### config.mk
export PLATFORM = sky130hd
export DESIGN_NAME = imm_encoder
export DESIGN_NICKNAME = d
export VERILOG_FILES = /design/src/rtl/imm_encoder_pkg.sv /design/src/rtl/imm_pack.sv /design/src/rtl/imm_encoder.sv
export SDC_FILE = /design/constraint.sdc
export NUM_CORES = 1
export LEC_CHECK = 0
export ABC_AREA = 1
export CAP_MARGIN = 20
export CORE_MARGIN = 1.5
export CORE_UTILIZATION = 35
export CTS_CLUSTER_DIAMETER = 80
export DETAILED_ROUTE_END_ITERATION = 12
export GPL_TIMING_DRIVEN = 0
export PLACE_DENSITY = 0.66
export RECOVER_POWER = 25
export SLEW_MARGIN = 20
export SYNTH_ARGS = -nofsm -noshare
export SYNTH_HDL_FRONTEND = slang
export SYNTH_SLANG_ARGS = --single-unit
### constraint.sdc
create_clock -name clk -period 2.2 [get_ports clk]
set_input_delay 0.33 -clock clk [delete_from_list [all_inputs] [get_ports clk]]
set_output_delay 0.33 -clock clk [all_outputs]
set_load 0.005 [all_outputs]
### src/rtl/imm_encoder_pkg.sv
// Shared encodings for the immediate encoder: format codes, RV32I opcodes,
// FSM states and small instruction-builder helpers.
package imm_encoder_pkg;

  localparam logic [2:0] EXT_I      = 3'b000;
  localparam logic [2:0] EXT_S      = 3'b001;
  localparam logic [2:0] EXT_B      = 3'b010;
  localparam logic [2:0] EXT_U      = 3'b011;
  localparam logic [2:0] EXT_J      = 3'b100;
  localparam logic [2:0] EXT_LI_DEF = 3'b101;

  localparam logic [6:0] OP_LUI = 7'b0110111;
  localparam logic [6:0] OP_IMM = 7'b0010011;

  typedef enum logic [1:0] {
    IDLE,
    EMIT,
    EMIT2
  } state_e;

  function automatic logic [31:0] mk_addi(logic [4:0] rd, logic [4:0] rs1, logic [11:0] lo);
    return {lo, rs1, 3'b000, rd, OP_IMM};
  endfunction

  function automatic logic [31:0] mk_lui(logic [4:0] rd, logic [19:0] hi);
    return {hi, rd, OP_LUI};
  endfunction

endpackage

### src/rtl/imm_pack.sv
// Combinational RV32I immediate insertion and encodability check; an
// unencodable immediate returns the template untouched with err set.
module imm_pack
  import imm_encoder_pkg::*;
(
  input  logic [2:0]  op,
  input  logic [31:0] imm,
  input  logic [31:0] tmpl,
  output logic [31:0] inst,
  output logic        err
);

  logic fits12;
  logic fits13;
  logic fits21;
  logic [31:0] ins;

  always_comb begin
    fits12 = (imm[31:11] == '0) || (imm[31:11] == '1);
    fits13 = (imm[31:12] == '0) || (imm[31:12] == '1);
    fits21 = (imm[31:20] == '0) || (imm[31:20] == '1);
    ins    = tmpl;
    err    = 1'b0;
    case (op)
      EXT_I: begin
        ins = {imm[11:0], tmpl[19:0]};
        err = !fits12;
      end
      EXT_S: begin
        ins = {imm[11:5], tmpl[24:12], imm[4:0], tmpl[6:0]};
        err = !fits12;
      end
      EXT_B: begin
        ins = {imm[12], imm[10:5], tmpl[24:12], imm[4:1], imm[11], tmpl[6:0]};
        err = !fits13 || imm[0];
      end
      EXT_U: begin
        ins = {imm[31:12], tmpl[11:0]};
        err = (imm[11:0] != '0);
      end
      EXT_J: begin
        ins = {imm[20], imm[10:1], imm[11], imm[19:12], tmpl[11:0]};
        err = !fits21 || imm[0];
      end
      default: err = 1'b1;
    endcase
    inst = err ? tmpl : ins;
  end

endmodule

### src/rtl/imm_encoder.sv
// Immediate encoder: one registered output word per request, or a LUI/ADDI
// pair for load-immediate, with valid/ready handshakes on both sides.
module imm_encoder
  import imm_encoder_pkg::*;
#(
  parameter logic [2:0] EXT_LI = EXT_LI_DEF
) (
  input  logic        clk,
  input  logic        rst_n,
  input  logic        req_valid,
  output logic        req_ready,
  input  logic [2:0]  req_op,
  input  logic [31:0] req_imm,
  input  logic [31:0] req_inst,
  output logic        out_valid,
  input  logic        out_ready,
  output logic [31:0] out_inst,
  output logic        out_err,
  output logic        out_last
);

  state_e      state_q;
  logic        ready_en_q;
  logic        out_valid_q;
  logic [31:0] out_inst_q;
  logic        out_err_q;
  logic        out_last_q;
  logic [31:0] second_q;

  logic        accept;
  logic        xfer;
  logic [31:0] pack_inst;
  logic        pack_err;
  logic [4:0]  li_rd;
  logic [19:0] li_hi;
  logic [11:0] li_lo;
  logic [31:0] first_d;
  logic [31:0] second_d;
  logic        err_d;
  logic        last_d;

  imm_pack u_pack (
    .op   (req_op),
    .imm  (req_imm),
    .tmpl (req_inst),
    .inst (pack_inst),
    .err  (pack_err)
  );

  assign req_ready = ready_en_q && (state_q == IDLE) && (!out_valid_q || out_ready);
  assign accept    = req_valid && req_ready;
  assign xfer      = out_valid_q && out_ready;

  assign out_valid = out_valid_q;
  assign out_inst  = out_inst_q;
  assign out_err   = out_err_q;
  assign out_last  = out_last_q;

  always_comb begin
    li_rd    = req_inst[11:7];
    li_lo    = req_imm[11:0];
    // (imm + 0x800) >> 12: the +0x800 carries into bit 12 exactly when imm[11] is set
    li_hi    = req_imm[31:12] + {19'd0, req_imm[11]};
    second_d = mk_addi(li_rd, li_rd, li_lo);
    first_d  = pack_inst;
    err_d    = pack_err;
    last_d   = 1'b1;
    if (req_op == EXT_LI) begin
      err_d = 1'b0;
      if (li_hi == '0) begin
        first_d = mk_addi(li_rd, 5'd0, li_lo);
      end else if (li_lo == '0) begin
        first_d = mk_lui(li_rd, li_hi);
      end else begin
        first_d = mk_lui(li_rd, li_hi);
        last_d  = 1'b0;
      end
    end
  end

  always_ff @(posedge clk or negedge rst_n) begin
    if (!rst_n) begin
      state_q     <= IDLE;
      ready_en_q  <= 1'b0;
      out_valid_q <= 1'b0;
      out_inst_q  <= '0;
      out_err_q   <= 1'b0;
      out_last_q  <= 1'b0;
      second_q    <= '0;
    end else begin
      ready_en_q <= 1'b1;
      case (state_q)
        IDLE: begin
          if (accept) begin
            state_q     <= EMIT;
            out_valid_q <= 1'b1;
            out_inst_q  <= first_d;
            out_err_q   <= err_d;
            out_last_q  <= last_d;
            second_q    <= second_d;
          end
        end
        EMIT: begin
          if (xfer) begin
            if (out_last_q) begin
              state_q     <= IDLE;
              out_valid_q <= 1'b0;
            end else begin
              state_q    <= EMIT2;
              out_inst_q <= second_q;
              out_last_q <= 1'b1;
            end
          end
        end
        EMIT2: begin
          if (xfer) begin
            state_q     <= IDLE;
            out_valid_q <= 1'b0;
          end
        end
        default: state_q <= IDLE;
      endcase
    end
  end

endmodule
==> results of run 1 <==
power groups by stage:
stage,Clock (mW),Combinational (mW),Sequential (mW)
3_5_place_dp,0,2.85,1.80
2_1_floorplan,0,1.57,1.78
5_1_grt,0.885,3.53,1.84
6_report,0.837,3.19,1.80
3_3_place_gp,0,2.79,1.78
4_1_cts,0.842,3.07,1.78
final cells by class:
| type | instances | area [um^2] | share of cell area [%] |
|---|---|---|---|
| well taps | 168 | 210 | 3.38 |
| repair buffers | 127 | 1200 | 19.3 |
| clock buffers | 7 | 143 | 2.29 |
| clock inverters | 1 | 7.51 | 0.121 |
| multi-input cells | 542 | 2860 | 45.9 |
| flip-flops and latches | 56 | 1400 | 22.5 |
| inverters | 64 | 240 | 3.86 |
| plain buffers | 22 | 165 | 2.66 |
per-stage QoR:
| step | setup TNS [ns] | worst slack, ns | util [%] | area [um^2] | hold slack [ns] |
|---|---|---|---|---|---|
| after detailed placement | -26.09 | -1.14 | 46.8 | 5690 | 0.433 |
| after floorplan | 0 | 0.149 | - | 4440 | 0.0344 |
| final | 0 | 0.135 | 51.1 | 6220 | 0.355 |
| after global placement | -79.71 | -1.10 | 46.8 | 5700 | 0.446 |
| after global routing | -0.00869 | -0.00363 | 51.1 | 6220 | 0.435 |
| after CTS | 0 | 0.000635 | 49.7 | 6040 | 0.114 |
path summary, 6_finish.rpt:
path,end,startpoint,slack (ns),cells past startpoint
max,out_inst[31],req_imm[11],0.14,18
min,out_inst[17],rst_n,0.35,1
max reg2reg,out_inst[6],state_q[0],0.15,12
min reg2reg,second_q[4],second_q[4],0.48,2
max in group asynchronous,second_q[24],rst_n,0.99,1
min in group clk,second_q[25],req_imm[5],0.40,2
logic make-up after synthesis:
group | synth area share, %
xor gates and xnor gates | 0.197
muxes | 2.93
adders and majority gates | 1.97
DFF | 31.6
other | 0.0845
and+or+nand+nor | 42.5
buffers and inverters | 7.90
AOI/OAI and AO/OA | 12.9
what timing repair did:
item / CTS / global route
gates cloned: 1 / 0
resized for setup: 61 / 76
pin swaps: 7 / 20
setup buffers: 13 / 8
endpoints found under the setup margin: 42 / 34
flip-flops by register name, indices dropped and copies added (netlist names):
signal      count
out_err         1
out_inst       32
out_last        1
out_valid       1
ready_en_q      1
second_q       18
state_q         2
Yosys cell counts, types with 6 or more instances:
library cell,instances
nand2_1,228
nor2_1,84
nand3_1,77
inv_1,59
dfrtp_1,56
o21ai_0,26
a21oi_1,15
o21ai_1,12
clkbuf_1,11
o21a_1,11
o211ai_1,9
mux2_2,8
buf_2,7
ha_1,7
nand2_2,7
nor2_4,7
nor3_1,6
o22ai_1,6
routing by layer:
| layer | global-route usage [%] | part of all wire, % | vias to the layer above |
|---|---|---|---|
| li1 | - | - | 2492 |
| met1 | 31.5 | 43 | 2381 |
| met4 | 7.65 | 2.4 | 0 |
| met2 | 42.8 | 49 | 171 |
| met5 | 0 | 0 | - |
| met3 | 2.62 | 5.0 | 27 |
==> impl_metrics.env, run 1 <==
export IMPL_tightest_slew_ns=1.41
export IMPL_first_pass_iters=5
export IMPL_grt_pass1_wl_um=25000
export IMPL_dp_hpwl_um=12500
export IMPL_path_cells="buf_4 > ha_4 > ha_4 > nand2_2 > nor2_4 > nand2_4 > nand2_1 > nand2_2 > nor2_1 > nand2_1 > nor2_2 > nand3_2 > nor2_4 > buf_6 > nand3_1 > nand3_1 > nand2_1 > nand2_1"
export IMPL_cts_root_buffer="clkbuf_16"
export IMPL_clk_path_buf_depth=2
export IMPL_cts_hold_buf=0
export IMPL_cts_made_buffers=5
export IMPL_postSynthRegisterBits=56
export IMPL_power_mw=5.82
export IMPL_wl_um=16100
export IMPL_synth_ff_type="dfrtp_1"
export IMPL_core_area_um2=12200
export IMPL_synth_nets=762
export IMPL_synth_seq_area_share_pct=31.6
export IMPL_clock_latency_ns=0.30
export IMPL_worst_ep_required_time_ns=2.44
export IMPL_crit_family="simple AND/OR/NAND/NOR gates"
export IMPL_place_gp_congestion=0.941
export IMPL_grt_pass1_vias=4853
export IMPL_p_leak_nw=2.99
export IMPL_cts_sinks=56
export IMPL_rows=40
export IMPL_cts_reportedPaths_clkPinSlew_ns=0.07
export IMPL_antenna_found_initial=0
export IMPL_cp_data_arrival_time_ns=2.31
export IMPL_grt_ovfl_total=0
export IMPL_synthArstFlopShare_pct=100
export IMPL_drive_gt1_share_pct=17.3
export IMPL_grt_start_max_net_pins=57
export IMPL_fillerInstances=1264
export IMPL_final_cell_mix="nand2_1, clkdlybuf4s50_1, nand3_1"
export IMPL_h_tree_depth=2
export IMPL_path_common_cell="nand2_1"
export IMPL_power_frac_comb_pct=54.8
export IMPL_final_net_count=896
export IMPL_p_int_mw=3.54
export IMPL_insertedDiodeCount=0
export IMPL_finalClockSkew_ns=0.00553
export IMPL_drt_initial_drc_count=368
export IMPL_p_per_area_nw_per_um2=935
export IMPL_drv_slew=0
export IMPL_criticalPathCategory="in -> reg"
export IMPL_wl_per_cell_um=16.3
export IMPL_place_inst=957
export IMPL_yosys_top_cells_area="dfrtp_1, nand2_1, nand3_1"
export IMPL_netSwitchingFraction_pct=39.1
export IMPL_synth_top_cell_area_share_pct=31.6
export IMPL_drc=0
export IMPL_period_minus_slack_ns=2.06
export IMPL_antenna_left=0
export IMPL_fmax_mhz=484
export IMPL_crit_buf_inv=2
export IMPL_clkPwrFrac_pct=14.4
export IMPL_avgViaCountPerCell=5.14
export IMPL_synth_area_um2=4440
export IMPL_io_pins=107
export IMPL_area_delta_synth_final_pct=40.2
export IMPL_final_common_cell="nand2_1"
export IMPL_hold_viol=0
export IMPL_period_share_pct=93.8
export IMPL_dieWidth_um=116
export IMPL_setup_viol=0
export IMPL_cp_start_kind="primary input"
export IMPL_p_switching_mw=2.27
export IMPL_avgSynthCellArea_um2=6.48
export IMPL_fp_dieArea_um2=13400
export IMPL_critPathMaxFanout=5
export IMPL_max_stage_delay_ns=0.18
export IMPL_yosysUniqueCellTypes=40
export IMPL_start_util_pct=36.5
export IMPL_gr_usage_all_layers_pct=24.4
export IMPL_slowest_stage="nor2_4"
export IMPL_yosysTopAreaCell="dfrtp_1"
export IMPL_drv_cap=0
export IMPL_outcome="finished clean"
export IMPL_irDropWorstVdd_v=0.000362
export IMPL_syn_inst=684
export IMPL_yosys_warnings=0
export IMPL_seqPwrFrac_pct=30.9
export IMPL_cp_end_kind="flip-flop"
export IMPL_final_cells=987
export IMPL_vias=5071
export IMPL_slew_headroom_pct=5.86
export IMPL_die_h_um=116
export IMPL_min_path_type="in -> async"
export IMPL_numPortBuffers=105
export IMPL_synth_edf_count=0
export IMPL_cts_tree="done"
Power figures use the tool's default switching activity.
==> inputs of run 2 (changes only) <==
Settings changed: PLACE_DENSITY 0.66 to 0.65, SYNTH_HIERARCHICAL from default to 1.
==> run 2 against run 1 <==
Compared with the run above: flip-flop and latch count is the same; power shrank 5.9%; global-route usage shrank 1.3 points; synthesized cell count grew 12%; largest cell class unchanged; synthesized area grew 9.3%; first-iteration DRC count grew 23%; critical path type unchanged; count of clock-buffer cells in the layout shrank 2; clock skew grew 0.0051 ns.
==> impl_metrics.env, run 2 <==
export IMPL_outcome="finished clean"
export IMPL_reg2reg_depth=13
export IMPL_fp_dieArea_um2=14600
export IMPL_drv_cap=0
export IMPL_synth_top_cell_area_share_pct=28.9
export IMPL_cp_end_kind="flip-flop"
export IMPL_dp_hpwl_um=12600
export IMPL_grt_ovfl_total=0
export IMPL_period_minus_slack_ns=2.13
export IMPL_final_cells=1075
export IMPL_p_leak_nw=3.18
export IMPL_avgSynthCellArea_um2=6.31
export IMPL_drv_slew=0
export IMPL_rows=42
export IMPL_synth_most_common_cell="nand2_1"
export IMPL_numPortBuffers=99
export IMPL_dieWidth_um=121
export IMPL_utilization_pct=48.4
export IMPL_critPathMaxFanout=10
export IMPL_drive_gt1_share_pct=19.5
export IMPL_antenna_left=0
export IMPL_fmax_mhz=470
export IMPL_die_h_um=121
export IMPL_p_per_area_nw_per_um2=845
export IMPL_gr_usage_all_layers_pct=23.1
export IMPL_clk_path_buf_depth=2
export IMPL_fin_area_um2=6480
export IMPL_min_path_type="in -> reg"
export IMPL_synthTopCellsByCount="nand2_1, nand3_1, nor2_1, inv_1, dfrtp_1"
export IMPL_criticalPathCategory="in -> reg"
export IMPL_hold_viol=0
export IMPL_drt_initial_drc_count=454
export IMPL_rsz0062_at_grt="yes"
export IMPL_antenna_found_initial=0
export IMPL_vias=5515
export IMPL_yosysUniqueCellTypes=43
export IMPL_synth_nets=845
export IMPL_cts_made_buffers=5
export IMPL_synth_ff_type="dfrtp_1"
export IMPL_synthArstFlopShare_pct=100
export IMPL_final_cell_mix="nand2_1, nand3_1, clkdlybuf4s50_1"
export IMPL_syn_inst=769
export IMPL_holdWs_ns=0.276
export IMPL_core_area_um2=13400
export IMPL_cts_reportedPaths_clkPinSlew_ns=0.07
export IMPL_place_area_um2=6090
export IMPL_h_tree_depth=2
export IMPL_grt_pass1_vias=5090
export IMPL_io_pins=107
export IMPL_grt_start_max_net_pins=57
export IMPL_place_gp_congestion=0.913
export IMPL_largest_register_ffs=32
export IMPL_yosys_warnings=6
export IMPL_avgViaCountPerCell=5.13
export IMPL_irDropWorstVdd_v=0.000419
export IMPL_start_util_pct=36.2
export IMPL_tightest_slew_ns=1.38
export IMPL_yosys_top_cells_area="dfrtp_1, nand2_1, nand3_1"
export IMPL_place_inst=1045
export IMPL_final_common_cell="nand2_1"
export IMPL_power_mw=5.48
export IMPL_final_net_count=974
export IMPL_synth_area_um2=4850
export IMPL_cp_start_kind="primary input"
export IMPL_wl_per_cell_um=15.6
export IMPL_cts_root_buffer="clkbuf_16"
export IMPL_setup_viol=0
export IMPL_yosysTopAreaCell="dfrtp_1"
export IMPL_setup_tns_ns=0
export IMPL_cts_tree="done"
export IMPL_finalClockSkew_ns=0.0107
export IMPL_cp_data_arrival_time_ns=2.32
export IMPL_wl_um=16800
export IMPL_synth_seq_area_share_pct=28.9
export IMPL_clock_latency_ns=0.30
export IMPL_drc=0
export IMPL_first_pass_iters=5
export IMPL_period_share_pct=96.6
export IMPL_slew_headroom_pct=7.92
export IMPL_grt_pass1_wl_um=26600
export IMPL_dp_slack_ns=-1.17
export IMPL_cts_sinks=56
export IMPL_worst_ep_required_time_ns=2.40
export IMPL_insertedDiodeCount=0
export IMPL_setup_ws_ns=0.0746
export IMPL_area_delta_synth_final_pct=33.7
export IMPL_postSynthRegisterBits=56
export IMPL_fillerInstances=1431
export IMPL_synth_edf_count=0
export IMPL_whs_path_depth=2
## run 2: changes by cell type after synthesis, sizes merged, moves of 6 or more
cell,change
buf,+9
inv,+6
nand2,+65
nand3,+13
nand4,+8
nor2,-14
o22ai,-6
## run 2: report_power, final
| group | internal, mW | switching (mW) | leakage (nW) |
|---|---|---|---|
| combinational | 1.40 | 1.54 | 2.42 |
| clock | 0.421 | 0.372 | 0.0736 |
| sequential | 1.50 | 0.253 | 0.689 |
## run 2: per-layer routing
layer  share of wire [%]  vias up  GRT usage (%)
li1                    -     2741              -
met1                  45     2540           32.2
met2                  47      206           38.1
met3                 6.0       28           2.26
met4                 2.0        0           6.47
met5                   0        -              0
## run 2: worst max-delay path, stage by stage
cell             delay (ns)
clkdlybuf4s15_1        0.27
nor2_1                 0.14
nand2_1                0.06
nor2_1                 0.10
nand2_1                0.08
a21oi_2                0.15
nand2_2                0.07
inv_4                  0.09
nand2_8                0.07
buf_6                  0.15
nand2_1                0.06
nand2_1                0.04
or2_2                  0.32
a21oi_4                0.19
o21ai_2                0.07
nand2_1                0.06
nand2_1                0.05
## run 2: area by class of cell
| class | count | area [um^2] | share of cell area (%) |
|---|---|---|---|
| Clock inverter | 3 | 18.8 | 0.290 |
| Sequential cell | 56 | 1400 | 21.6 |
| Clock buffer | 5 | 125 | 1.93 |
| Timing Repair Buffer | 121 | 1050 | 16.2 |
| Multi-Input combinational cell | 612 | 3160 | 48.7 |
| Tap cell | 176 | 220 | 3.40 |
| Buffer | 30 | 234 | 3.61 |
| Inverter | 72 | 279 | 4.30 |
## run 2: final timing paths
kind	startpoint	end	slack [ns]
max reg2reg	state_q[0]	out_inst[20]	0.16
max	req_imm[6]	out_inst[24]	0.07
max in group asynchronous	rst_n	second_q[26]	0.92
min	req_inst[3]	out_inst[3]	0.28
min reg2reg	out_inst[29]	out_inst[29]	0.47
min in group asynchronous	rst_n	out_inst[3]	0.45
## run 2: logic make-up (layout without fill, tap and decap cells)
logic type | count (synthesis) | after routing | synth area share, %
muxes | 8 | 8 | 1.86
xor gates and xnor gates | 2 | 2 | 0.361
adders and majority gates | 5 | 5 | 1.29
AOI/OAI and AO/OA | 91 | 91 | 11.3
buffers and inverters | 102 | 231 | 10.2
DFF | 56 | 56 | 28.9
and+or+nand+nor | 504 | 505 | 46.0
other | 1 | 1 | 0.0773
## run 2: repair_timing
action	4_1_cts	5_1_grt
hold buffers	0	0
buffers inserted	10	11
gates resized for setup	98	112
cloned	1	0
setup endpoints to repair	33	33
pin swaps	9	20
